## src/rtl/call_ret_ctrl_pkg.sv

```systemverilog
// Shared types and sizing helpers for the call/return sequencer and its return stack.
package call_ret_ctrl_pkg;

  // Sequencer state: normal operation, or latched after a stack overflow/underflow.
  typedef enum logic [0:0] {
    RUN   = 1'b0,
    FAULT = 1'b1
  } ctrl_state_t;

  // Bits needed to count 0..entries inclusive (the stack occupancy).
  function automatic int depth_width(input int entries);
    return (entries < 1) ? 1 : $clog2(entries + 1);
  endfunction

  // Bits needed to address one slot of a stack with the given number of entries.
  function automatic int index_width(input int entries);
    return (entries <= 1) ? 1 : $clog2(entries);
  endfunction

endpackage

```

## src/rtl/call_ret_ctrl_ret_stack.sv

```systemverilog
// Parameterised LIFO holding return addresses. Push and pop are ignored when they
// would overflow or underflow, so the caller never corrupts the occupancy count.
module ret_stack
  import call_ret_ctrl_pkg::*;
#(
  parameter int WIDTH = 5,
  parameter int DEPTH = 4,
  localparam int DW   = depth_width(DEPTH)
) (
  input  logic             clk,
  input  logic             rst,
  input  logic             push,
  input  logic             pop,
  input  logic [WIDTH-1:0] din,
  output logic [WIDTH-1:0] top,
  output logic [DW-1:0]    depth,
  output logic             full,
  output logic             empty
);

  // Storage is rounded up to a power of two so the slot index never needs a range check;
  // slots at or beyond DEPTH are never written because full blocks the push first.
  localparam int AW    = index_width(DEPTH);
  localparam int SLOTS = 1 << AW;

  logic [WIDTH-1:0] mem [SLOTS];
  logic [AW-1:0]    wr_idx;
  logic [AW-1:0]    rd_idx;

  assign full   = (depth == DW'(DEPTH));
  assign empty  = (depth == '0);
  assign wr_idx = AW'(depth);
  assign rd_idx = AW'(depth - DW'(1));
  assign top    = empty ? '0 : mem[rd_idx];

  // Occupancy counter and slot array; reset clears both so an empty stack reads as zero.
  always_ff @(posedge clk) begin
    if (rst) begin
      for (int i = 0; i < SLOTS; i++) begin
        mem[i] <= '0;
      end
      depth <= '0;
    end else if (push && !full) begin
      mem[wr_idx] <= din;
      depth       <= depth + DW'(1);
    end else if (pop && !empty) begin
      depth <= depth - DW'(1);
    end
  end

endmodule

```

## src/rtl/call_ret_ctrl.sv

```systemverilog
// Program-counter sequencer: turns decoded call/jump/return/stall requests into the
// PC's jmp/ret controls, maintains the return-address stack, and freezes the PC after
// a stack overflow or underflow until reset.
module call_ret_ctrl
  import call_ret_ctrl_pkg::*;
#(
  parameter int INSTR_ADDR_SIZE = 5,
  parameter int STACK_DEPTH     = 4,
  localparam int DW             = depth_width(STACK_DEPTH)
) (
  input  logic                       clk,
  input  logic                       rst,
  input  logic                       call_req,
  input  logic                       jmp_req,
  input  logic                       ret_req,
  input  logic                       cond_ok,
  input  logic                       stall,
  input  logic [INSTR_ADDR_SIZE-1:0] target,
  input  logic [INSTR_ADDR_SIZE-1:0] pc_cur,
  output logic                       pc_jmp,
  output logic [INSTR_ADDR_SIZE-1:0] pc_jmp_addr,
  output logic                       pc_ret,
  output logic [INSTR_ADDR_SIZE-1:0] pc_ret_addr,
  output logic [DW-1:0]              depth,
  output logic                       stk_full,
  output logic                       stk_empty,
  output logic                       fault
);

  localparam logic [INSTR_ADDR_SIZE-1:0] ONE = INSTR_ADDR_SIZE'(1);

  ctrl_state_t                state;
  logic                       push;
  logic                       pop;
  logic                       go_fault;
  logic [INSTR_ADDR_SIZE-1:0] ret_addr_next;

  // Return address wraps naturally at the address width, so the last slot returns to 0.
  assign ret_addr_next = pc_cur + ONE;

  ret_stack #(
    .WIDTH (INSTR_ADDR_SIZE),
    .DEPTH (STACK_DEPTH)
  ) u_ret_stack (
    .clk   (clk),
    .rst   (rst),
    .push  (push),
    .pop   (pop),
    .din   (ret_addr_next),
    .top   (pc_ret_addr),
    .depth (depth),
    .full  (stk_full),
    .empty (stk_empty)
  );

  // Zero-latency request decode: stall > call > jmp > ret, with faults holding the PC in place.
  always_comb begin
    pc_jmp      = 1'b0;
    pc_ret      = 1'b0;
    pc_jmp_addr = '0;
    push        = 1'b0;
    pop         = 1'b0;
    go_fault    = 1'b0;
    if (rst) begin
      pc_jmp = 1'b0;
    end else if (state == FAULT) begin
      pc_jmp      = 1'b1;
      pc_jmp_addr = pc_cur;
    end else if (stall) begin
      pc_jmp      = 1'b1;
      pc_jmp_addr = pc_cur;
    end else if (call_req && cond_ok) begin
      pc_jmp = 1'b1;
      if (stk_full) begin
        pc_jmp_addr = pc_cur;
        go_fault    = 1'b1;
      end else begin
        pc_jmp_addr = target;
        push        = 1'b1;
      end
    end else if (jmp_req && cond_ok) begin
      pc_jmp      = 1'b1;
      pc_jmp_addr = target;
    end else if (ret_req) begin
      if (stk_empty) begin
        pc_jmp      = 1'b1;
        pc_jmp_addr = pc_cur;
        go_fault    = 1'b1;
      end else begin
        pc_ret = 1'b1;
        pop    = 1'b1;
      end
    end
  end

  // RUN/FAULT state machine; fault is a registered copy so it only rises after the bad edge.
  always_ff @(posedge clk) begin
    if (rst) begin
      state <= RUN;
      fault <= 1'b0;
    end else begin
      case (state)
        RUN: begin
          if (go_fault) begin
            state <= FAULT;
            fault <= 1'b1;
          end
        end
        FAULT: begin
          state <= FAULT;
          fault <= 1'b1;
        end
        default: begin
          state <= FAULT;
          fault <= 1'b1;
        end
      endcase
    end
  end

  // The priority chain never selects a jump and a return together.
  assert property (@(posedge clk) !(pc_jmp && pc_ret));

endmodule

```

## config.mk

```make
export PLATFORM = sky130hd
export DESIGN_NAME = call_ret_ctrl
export DESIGN_NICKNAME = d
export VERILOG_FILES = /design/src/rtl/call_ret_ctrl_pkg.sv /design/src/rtl/call_ret_ctrl_ret_stack.sv /design/src/rtl/call_ret_ctrl.sv
export SDC_FILE = /design/constraint.sdc
export NUM_CORES = 1
export LEC_CHECK = 0
export BUFFER_PORTS_ARGS = -buffer_cell sky130_fd_sc_hd__buf_2
export CAP_MARGIN = 20
export CORE_ASPECT_RATIO = 2
export CORE_MARGIN = 2
export CORE_UTILIZATION = 49
export CTS_CLUSTER_SIZE = 16
export DETAILED_ROUTE_END_ITERATION = 10
export PLACE_DENSITY = 0.76
export SETUP_SLACK_MARGIN = 0.1
export SYNTH_ARGS = -nofsm -noshare
export SYNTH_HDL_FRONTEND = slang
export SYNTH_HIERARCHICAL = 1
export SYNTH_SLANG_ARGS = --single-unit
```

## constraint.sdc

```tcl
create_clock -name clk -period 2.8 [get_ports clk]
set_input_delay 0.7 -clock clk [delete_from_list [all_inputs] [get_ports clk]]
set_output_delay 0.7 -clock clk [all_outputs]
set_load 0.05 [all_outputs]
```

# After elaboration in Yosys (flattened, before gate mapping)
# Memories as Yosys holds them, arrays and structs flattened.
# Index checks and enable logic that the tools add are counted.
dict set report op_classes {
  bitwise_logic 1
  eq_ne 2
  n_addsub 3
  reduce_logical 9
  mux 48
}
# operator n
set ops {}
lappend ops {{$mux W5} 10}
lappend ops {{$mux W1} 33}
lappend ops {{$mux W3} 2}
lappend ops {{$add A5 B1 Y5 const B} 1}
lappend ops {{$reduce_or A5 Y1} 1}
lappend ops {{$logic_and A1 B1 Y1} 4}
lappend ops {{$pmux W1 S2} 2}
lappend ops {{$add A3 B1 Y3 const B} 1}
lappend ops {{$eq A3 B3 Y1 const B} 1}
lappend ops {{$logic_not A3 Y1} 1}
lappend ops {{$sub A3 B1 Y3 const B} 1}
lappend ops {{$logic_not A1 Y1} 2}
lappend ops {{$mux W2} 1}
lappend ops {{$ne A2 B2 Y1 const B} 1}
lappend ops {{$reduce_bool A2 Y1} 1}
lappend ops {{$not A1 Y1} 1}
dict set report word_totals {
  ramBits 20
  word_cells 67
  mem_count 1
  inputBits 17
  out_inout_bits 18
  reg_bits 5
}
# name depth width rd rd_clocked_by_memory_dff wr line
set memory_table {}
lappend memory_table {u_ret_stack.mem 4 5 1 0 4 call_ret_ctrl_ret_stack.sv:26} ;# logic [WIDTH-1:0] mem [SLOTS];

# Logic depth before layout (Yosys ltp)
# Gate-level depths: netlist (run 1).
dict set report depth {
  word_depth 12
  depth_mapped 9
  ltp_nobuf 7
}

# Cells and area by module
# Netlist (run 1), hierarchy kept.
# mod n_inst area_per_inst_um2 seq_area_each_um2 cells_each
set by_module_without_submodules {}
lappend by_module_without_submodules {ret_stack 1 1253.7 660.6 94}
lappend by_module_without_submodules {call_ret_ctrl 1 390.4 40.0 56}

# Least setup slack after synthesis (run 1)
# Ideal clock, no wire load.
dict set report synth_path {
  path_type {register -> output}
  start {reg u_ret_stack.depth[0]}
  end {out pc_jmp_addr[0]}
  setup_slack_ns -1.292
  t_arrival_ns 3.392
  t_required_ns 2.100
  path_stages_with_launch 9
  path_buffers 2
  cell_sequence {dfxtp_1 -> buf_4 -> inv_1 -> ha_1 -> and2_1 -> buf_4 -> a211oi_2 -> o211ai_1 -> a221oi_1}
}
dict set report synth_via {
  elab_cells_between_ends 10
  classes_between {1 x eq/ne; 8 x mux; 1 x reduce/logical}
}
# element line
set synth_lines {}
lappend synth_lines {{start, declared} call_ret_ctrl_ret_stack.sv:16} ;# output logic [DW-1:0] depth,
lappend synth_lines {{start signal, assigned} call_ret_ctrl_ret_stack.sv:45} ;# depth <= depth + DW'(1);
lappend synth_lines {{start signal, assigned} call_ret_ctrl_ret_stack.sv:47} ;# depth <= depth - DW'(1);
lappend synth_lines {{$eq A3 B3 Y1} call_ret_ctrl_ret_stack.sv:30} ;# assign full = (depth == DW'(DEPTH));
lappend synth_lines {{via stk_full} call_ret_ctrl.sv:25} ;# output logic stk_full,
lappend synth_lines {{$mux W5} call_ret_ctrl.sv:74} ;# if (stk_full) begin
lappend synth_lines {{$mux W5} call_ret_ctrl.sv:72} ;# end else if (call_req && cond_ok) begin
lappend synth_lines {{$mux W5} call_ret_ctrl.sv:69} ;# end else if (stall) begin
lappend synth_lines {{$mux W5} call_ret_ctrl.sv:66} ;# end else if (state == FAULT) begin
lappend synth_lines {{$mux W5} call_ret_ctrl.sv:64} ;# if (rst) begin
lappend synth_lines {{end, declared} call_ret_ctrl.sv:21} ;# output logic [INSTR_ADDR_SIZE-1:0] pc_jmp_addr,
# The timed path passes the listed nets, and every way through them passes these cells.

# Final worst setup path (run 1)
dict set report layout_path {
  start {reg u_ret_stack.depth[0]}
  end {out pc_jmp_addr[2]}
}
dict set report layout_via {
  elab_chain_len 8
  elab_cells_between_ends 10
  classes_between {1 x eq/ne; 8 x mux; 1 x reduce/logical}
}
# element line
set layout_rtl {}
lappend layout_rtl {{$logic_not A3 Y1} call_ret_ctrl_ret_stack.sv:31} ;# assign empty = (depth == '0);
lappend layout_rtl {{$mux W5} call_ret_ctrl.sv:85} ;# if (stk_empty) begin
lappend layout_rtl {{$mux W5} call_ret_ctrl.sv:84} ;# end else if (ret_req) begin
lappend layout_rtl {{$mux W5} call_ret_ctrl.sv:81} ;# end else if (jmp_req && cond_ok) begin
lappend layout_rtl {{$mux W5 *} call_ret_ctrl.sv:72}
lappend layout_rtl {{$mux W5 *} call_ret_ctrl.sv:69}
lappend layout_rtl {{$mux W5 *} call_ret_ctrl.sv:66}
lappend layout_rtl {{$mux W5 *} call_ret_ctrl.sv:64}
# Mark *: on every way between the ends. The rest lies on a longest branch, timed or not.

==> metrics.md, run 1 <==
| Metric | Value |
|---|---|
| Outcome | complete, no violations |
| H-Tree Depth | 1 |
| Reg2Reg Capture Point | u_ret_stack/depth[0]$_SDFFE_PP0P_ |
| Post-synth EDFFs | 20 |
| Root Driver | clkbuf_8 |
| Worst-Skew Late Latency | 270 ps |
| # DRC | 0 |
| Synthesized area per cell | 11.0 um^2 |
| Drt pass-1 iters | 4 |
| LEAKAGE | 0.855 nW |
| FF-to-FF setup slack | 630 ps |
| Area of the multi-input gates | 998 um^2 |
| Die Y-Extent | 85.9 um |
| Total CTS buffers | 3 |
| Antenna diodes | 0 |
| Syn. warnings | 6 |
| Post-Syn Nets | 171 |
| Relative slew margins | 74.7% |
| Setup TNS | 0 ps |
| # nets final | 216 |
| WL/cell | 17.1 um |
| All-Layer GR Usage | 22.9% |
| Req. time, crit path | 2100 ps |
| Pin count of the biggest net entering global routing | 15 |
| Met1 global-route usage | 22.3% |
| Met2 GRT Util | 42.7% |
| Wirelength, routed | 3.85 mm |
| Hold_buf cts | 0 |
| Avg Vias per Cell | 5.97 |
| Routability cong. | 0.802 |
| Crit path max fanout | 4 |
| Hold_ws | 521 ps |
| Hold Crit Depth | 2 |
| Reg2reg path depth | 8 |
| Via count | 1344 |
| Slew Viols, Final | 0 |
| Crit Path Category | flip-flop to primary output |
| Fin cells | 225 |
| Fin crit period | 2710 ps |
| Unique masters post-synth | 44 |
| Post-synthesis cell count | 150 |
| Maximum vdd drop | 0.000275 V |
| Share of layout cells above drive strength 1 | 42.3% |
| Die footprint | 3860 um^2 |
| Most common cell after layout, fill and taps aside | buf_2 |
| Clock Skew | 1.07 ps |
| Post-synth ARST share | 0% |
| Hold Crit Start | fault$_SDFFE_PP0P_ |
| Final core occ | 66.7% |
| HPWL Detailed | 2.99 mm |
| Final worst path period share | 96.8% |
| Worst slew pin tran | 379 ps |
| Initial drt markers | 43 |
| Fill count | 235 |
| HP Class | flip-flop to flip-flop |
| Peak Freq | 369 MHz |
| Post-synth top flop | edfxtp_1 |
| # Max-Cap Violations | 0 |
| TritonCTS clock tree | done |
| Die Wd | 45.0 um |
| Met3 usage | 2.74% |
| RSZ-0062 raised after global routing | true |
| Yosys reg bits | 25 |
| Io pins | 35 |
| Worst r2r src | u_ret_stack/depth[0]$_SDFFE_PP0P_ |
| Area Growth Syn to Fin | 29.6% |
| Placed Cells | 217 |
| First-pass GRT wire length | 6.44 mm |
| Initial antenna violation count | 0 |
| Vias in the first global route | 1375 |
| Clock tree buffer depth | 2 |
| Critical path endpoint category | primary output |
| FF/Latch Area | 708 um^2 |
| I/O Buffers | 34 |
| CP Launch Type | flip-flop |
| Cell Area, Placed | 2020 um^2 |
| Final hold violations | 0 |
| Power Density | 370 nW/um^2 |
| Most frequent cells in the layout | buf_2, and2_1, edfxtp_1, buf_4, inv_1 |
| Initial core utilization | 51.5% |
| Worst EP arrival | 2010 ps |
| Clock sinks | 25 |
| Worst-path clk slew | 80 ps |
| Post-Syn Area | 1640 um^2 |
| Final instance area | 2130 um^2 |
| Core Rows | 29 |
| Placeable Area | 3190 um^2 |
| GRT Residual Overflow | 0 |
| GRT busiest layer | met2 |
| Min-Delay Endpoint | fault$_SDFFE_PP0P_ |
| Setup violators final | 0 |
| Post-DRT Antenna Nets | 0 |
| Seq/Total Area, Yosys | 42.6% |
## where the power goes
part	switching [mW]	internal, mW	total [mW]
sequential	0.00646	0.411	0.417
clock	0.110	0.0995	0.210
combinational	0.100	0.0615	0.162
## state kept, by name, summed over array words and instances, names as in the netlist
signal,count
u_ret_stack/mem,20
u_ret_stack/depth,3
fault,1
state,1
## how the worst max path moves through the flow
stage               cells after the start  slack (ps)              to                               from
floorplan                               8         -20  pc_jmp_addr[0]  u_ret_stack/depth[0]$_SDFFE_PP0P_
global placement                        6         190  pc_jmp_addr[3]                            cond_ok
detailed placement                      6         160  pc_jmp_addr[3]                            cond_ok
CTS                                     7          80  pc_jmp_addr[2]  u_ret_stack/depth[0]$_SDFFE_PP0P_
global route                            7          10  pc_jmp_addr[2]  u_ret_stack/depth[0]$_SDFFE_PP0P_
finish                                  7          90  pc_jmp_addr[2]  u_ret_stack/depth[0]$_SDFFE_PP0P_
## worst max-delay path, cell delays in order (launching register included)
cell and delay [ps]:
dfxtp_4 380, inv_8 40, ha_4 160, and2_4 190, a211oi_4 280, o211ai_1 200, a221oi_4 290, buf_6 200
## cells in the mapped netlist (2+ instances only)
master / n / share of area (%)
nor3b_1: 2 / 0.91
a211oi_1: 2 / 0.91
buf_4: 3 / 1.4
ha_1: 4 / 3.0
a21o_1: 6 / 2.7
inv_1: 10 / 2.3
nor4_4: 3 / 3.9
or2_2: 3 / 1.1
nor3_1: 4 / 1.2
nor2_1: 5 / 1.1
a221oi_1: 4 / 2.1
and2_1: 21 / 8.0
nand3_1: 4 / 1.2
o211ai_1: 4 / 1.8
a21oi_1: 4 / 1.2
nor2b_1: 7 / 2.7
xnor2_1: 2 / 1.1
mux4_2: 5 / 6.8
nand2_1: 8 / 1.8
o21ai_0: 2 / 0.61
dfxtp_1: 5 / 6.1
edfxtp_1: 20 / 37
## through the flow
| step | setup WS (ps) | power (mW) |
|---|---|---|
| after CTS | 79.1 | 0.794 |
| after global placement | 195 | 0.573 |
| after detailed placement | 158 | 0.577 |
| after floorplan | -17.3 | 0.533 |
| after global routing | 14.7 | 0.824 |
| final | 90.4 | 0.789 |
## layout make-up
type / count / share of cell area (%)
multi-input cells: 108 / 46.9
repair buffers: 46 / 13.5
well taps: 31 / 1.82
clock buffers: 3 / 1.94
flip-flops and latches: 25 / 33.2
inverters: 11 / 2.41
clock inverters: 1 / 0.235
## cells by family (layout without fill, tap and decap cells)
family                   after synthesis  count (layout)  share of synthesized area (%)
buffers and inverters                 17              61                           4.87
adder cells (fa/ha/maj)                4               4                           3.04
flip-flops                            25              25                           42.6
AO/OA/AOI/OAI                         32              32                           15.1
AND/OR/NAND/NOR                       63              63                           25.3
XOR/XNOR                               3               3                           1.60
multiplexers                           6               6                           7.53
## routing by layer
metal	up-vias	share of wire, %
met4	0	3.6
met5	-	0
li1	642	-
met1	637	33
met2	51	60
met3	14	3.5
## timing repair
| action | 4_1_cts | 5_1_grt |
|---|---|---|
| pin swaps | 8 | 8 |
| setup buffers | 2 | 2 |
| endpoints found under the setup margin | 5 | 5 |
| gates resized for setup | 10 | 0 |
(Power assumes the default switching activity.)
==> run 2: changes to the inputs <==
CORE_ASPECT_RATIO = not set   (was 2)
PLACE_DENSITY = 0.84   (was 0.76)
==> metrics.md, run 2 (synthesis gave the netlist of run 1 again) <==
| Metric | Value |
|---|---|
| Drt pass-1 iters | 4 (unchanged) |
| Vias in the first global route | 1327 (-3.5%) |
| Relative slew margins | 76.1% (+1.3 points) |
| Crit Path Category | flip-flop to primary output |
| Req. time, crit path | 2100 ps (about the same) |
| # nets final | 222 (+2.8%) |
| Outcome | complete, no violations |
| Hold_buf cts | 0 (unchanged) |
| HPWL Detailed | 2.74 mm (-8.3%) |
| Critical path endpoint category | primary output |
| Worst-Skew Late Latency | 320 ps (+50 ps) |
| Slew Viols, Final | 0 (unchanged) |
| Most common cell after layout, fill and taps aside | buf_2 |
| Top flop regs | u_ret_stack/mem: 20 flops, u_ret_stack/depth: 3 flops |
| Io pins | 35 (unchanged) |
| Worst slew pin tran | 359 ps (-20.1 ps) |
| Post-DRT Antenna Nets | 0 (unchanged) |
| Power Total | 748 uW (-5.3%) |
| Clock sinks | 25 (unchanged) |
| Biggest register | u_ret_stack/mem |
| Power Density | 340 nW/um^2 (-8.2%) |
| Antenna diodes | 0 (unchanged) |
| CP Launch Type | flip-flop |
| I/O Buffers | 34 (unchanged) |
| Clock Skew | 9.45 ps (+8.38 ps) |
| # Max-Cap Violations | 0 (unchanged) |
| H-Tree Depth | 1 (unchanged) |
| Worst-path clk slew | 130 ps (+50 ps) |
| Share of layout cells above drive strength 1 | 44.0% (+1.7 points) |
| Reg2reg path depth | 9 (+1) |
| RSZ-0062 raised after global routing | true |
| GRT Residual Overflow | 0 (unchanged) |
| All-Layer GR Usage | 22.3% (-0.58 points) |
| Final hold violations | 0 (unchanged) |
| Final worst path period share | 96.1% (-0.71 points) |
| Final core occ | 66.9% (+0.20 points) |
| Fin crit period | 2690 ps (-19.8 ps) |
| Routability cong. | 0.830 (+3.6%) |
| Setup violators final | 0 (unchanged) |
| Crit path max fanout | 4 (unchanged) |
| Max FFs per register | 20 (unchanged) |
| Die footprint | 3830 um^2 (-0.73%) |
| Initial antenna violation count | 0 (unchanged) |
| Initial drt markers | 49 (+14%) |
| Core Rows | 21 (-28%) |
| Placeable Area | 3280 um^2 (+2.9%) |
| Peak Freq | 372 MHz (+0.74%) |
| Die Wd | 61.9 um (+38%) |
| TritonCTS clock tree | done |
| # DRC | 0 (unchanged) |
| Area Growth Syn to Fin | 33.7% |
| Clock tree buffer depth | 2 (unchanged) |
| Root Driver | clkbuf_4 |
| WL/cell | 15.6 um (-8.8%) |
| Via count | 1387 (+3.2%) |
| Hold Crit Depth | 2 (unchanged) |
| First-pass GRT wire length | 6.24 mm (-3.0%) |
| LEAKAGE | 0.873 nW (+2.1%) |
| Total CTS buffers | 3 (unchanged) |
| Avg Vias per Cell | 5.64 (-5.6%) |
| Most frequent cells in the layout | buf_2, and2_1, edfxtp_1, buf_4, inv_1 |
| Setup TNS | 0 ps (unchanged) |
| Die Y-Extent | 61.9 um (-28%) |
| Initial core utilization | 50.1% (-1.4 points) |
| Pin count of the biggest net entering global routing | 19 (+4) |
| Wirelength, routed | 3.84 mm (-0.23%) |
| Maximum vdd drop | 0.000254 V (-7.7%) |
| Worst EP arrival | 1990 ps (-20 ps) |
| HP Class | flip-flop to flip-flop |
==> run 2: cell types whose count changed in the layout (fill, tap and decap cells not counted) <==
| cell | previous run | this run |
|---|---|---|
| buf_4 | 13 | 16 |
| clkbuf_4 | 0 | 3 |
| clkbuf_8 | 3 | 0 |
| buf_6 | 4 | 6 |
| buf_12 | 0 | 1 |
| clkinv_2 | 1 | 0 |
| clkinvlp_4 | 0 | 1 |
==> run 2: repair_timing <==
action	in CTS	in global routing
buffers inserted	9	5
endpoints found under the setup margin	5	6
resized for setup	10	2
gates cloned	0	0
pin swaps	12	4
==> run 2: where the power goes <==
group	switching (mW)	total [mW]	internal, mW
sequential	0.00633	0.417	0.411
clock	0.109	0.163	0.0544
combinational	0.101	0.167	0.0659
total	0.216	0.748	0.531
==> run 2: worst max-delay path: stages, from the launching register on <==
cell	delay (ps)
dfxtp_4	400
inv_8	40
ha_4	160
and2_4	180
a211oi_4	280
o211ai_1	170
a221oi_4	260
buf_6	190
==> run 2: through the flow <==
step,std cells,worst slack [ps],hold WS (ps),area (um^2)
finish,246,110,547,2200
global route,246,24.0,589,2200
CTS,241,82.3,554,2140
detailed placement,228,121,526,2010
global placement,228,202,499,2010
floorplan,150,-17.3,544,1810
==> run 2: worst paths after layout <==
check / start / slack [ps] / to
worst min register to register: fault$_SDFFE_PP0P_ / 550 / fault$_SDFFE_PP0P_
worst max register to register: u_ret_stack/depth[0]$_SDFFE_PP0P_ / 490 / u_ret_stack/depth[0]$_SDFFE_PP0P_
worst min-delay path: fault$_SDFFE_PP0P_ / 550 / fault$_SDFFE_PP0P_
worst max-delay path: u_ret_stack/depth[0]$_SDFFE_PP0P_ / 110 / pc_jmp_addr[4]
==> run 2: layer usage <==
metal  global-route usage (%)  wire [um]
met1                     28.0       1600
met2                     37.7       2000
met3                     3.31        143
met4                     10.9         97
met5                        0          0
==> run 2: cell type report <==
type	count	area, um^2
multi-input cells	108	998
flip-flops and latches	25	708
well taps	46	57.6
clock buffers	3	22.5
fillers	234	1090
clock inverters	1	7.51
repair buffers	52	353
inverters	11	51.3
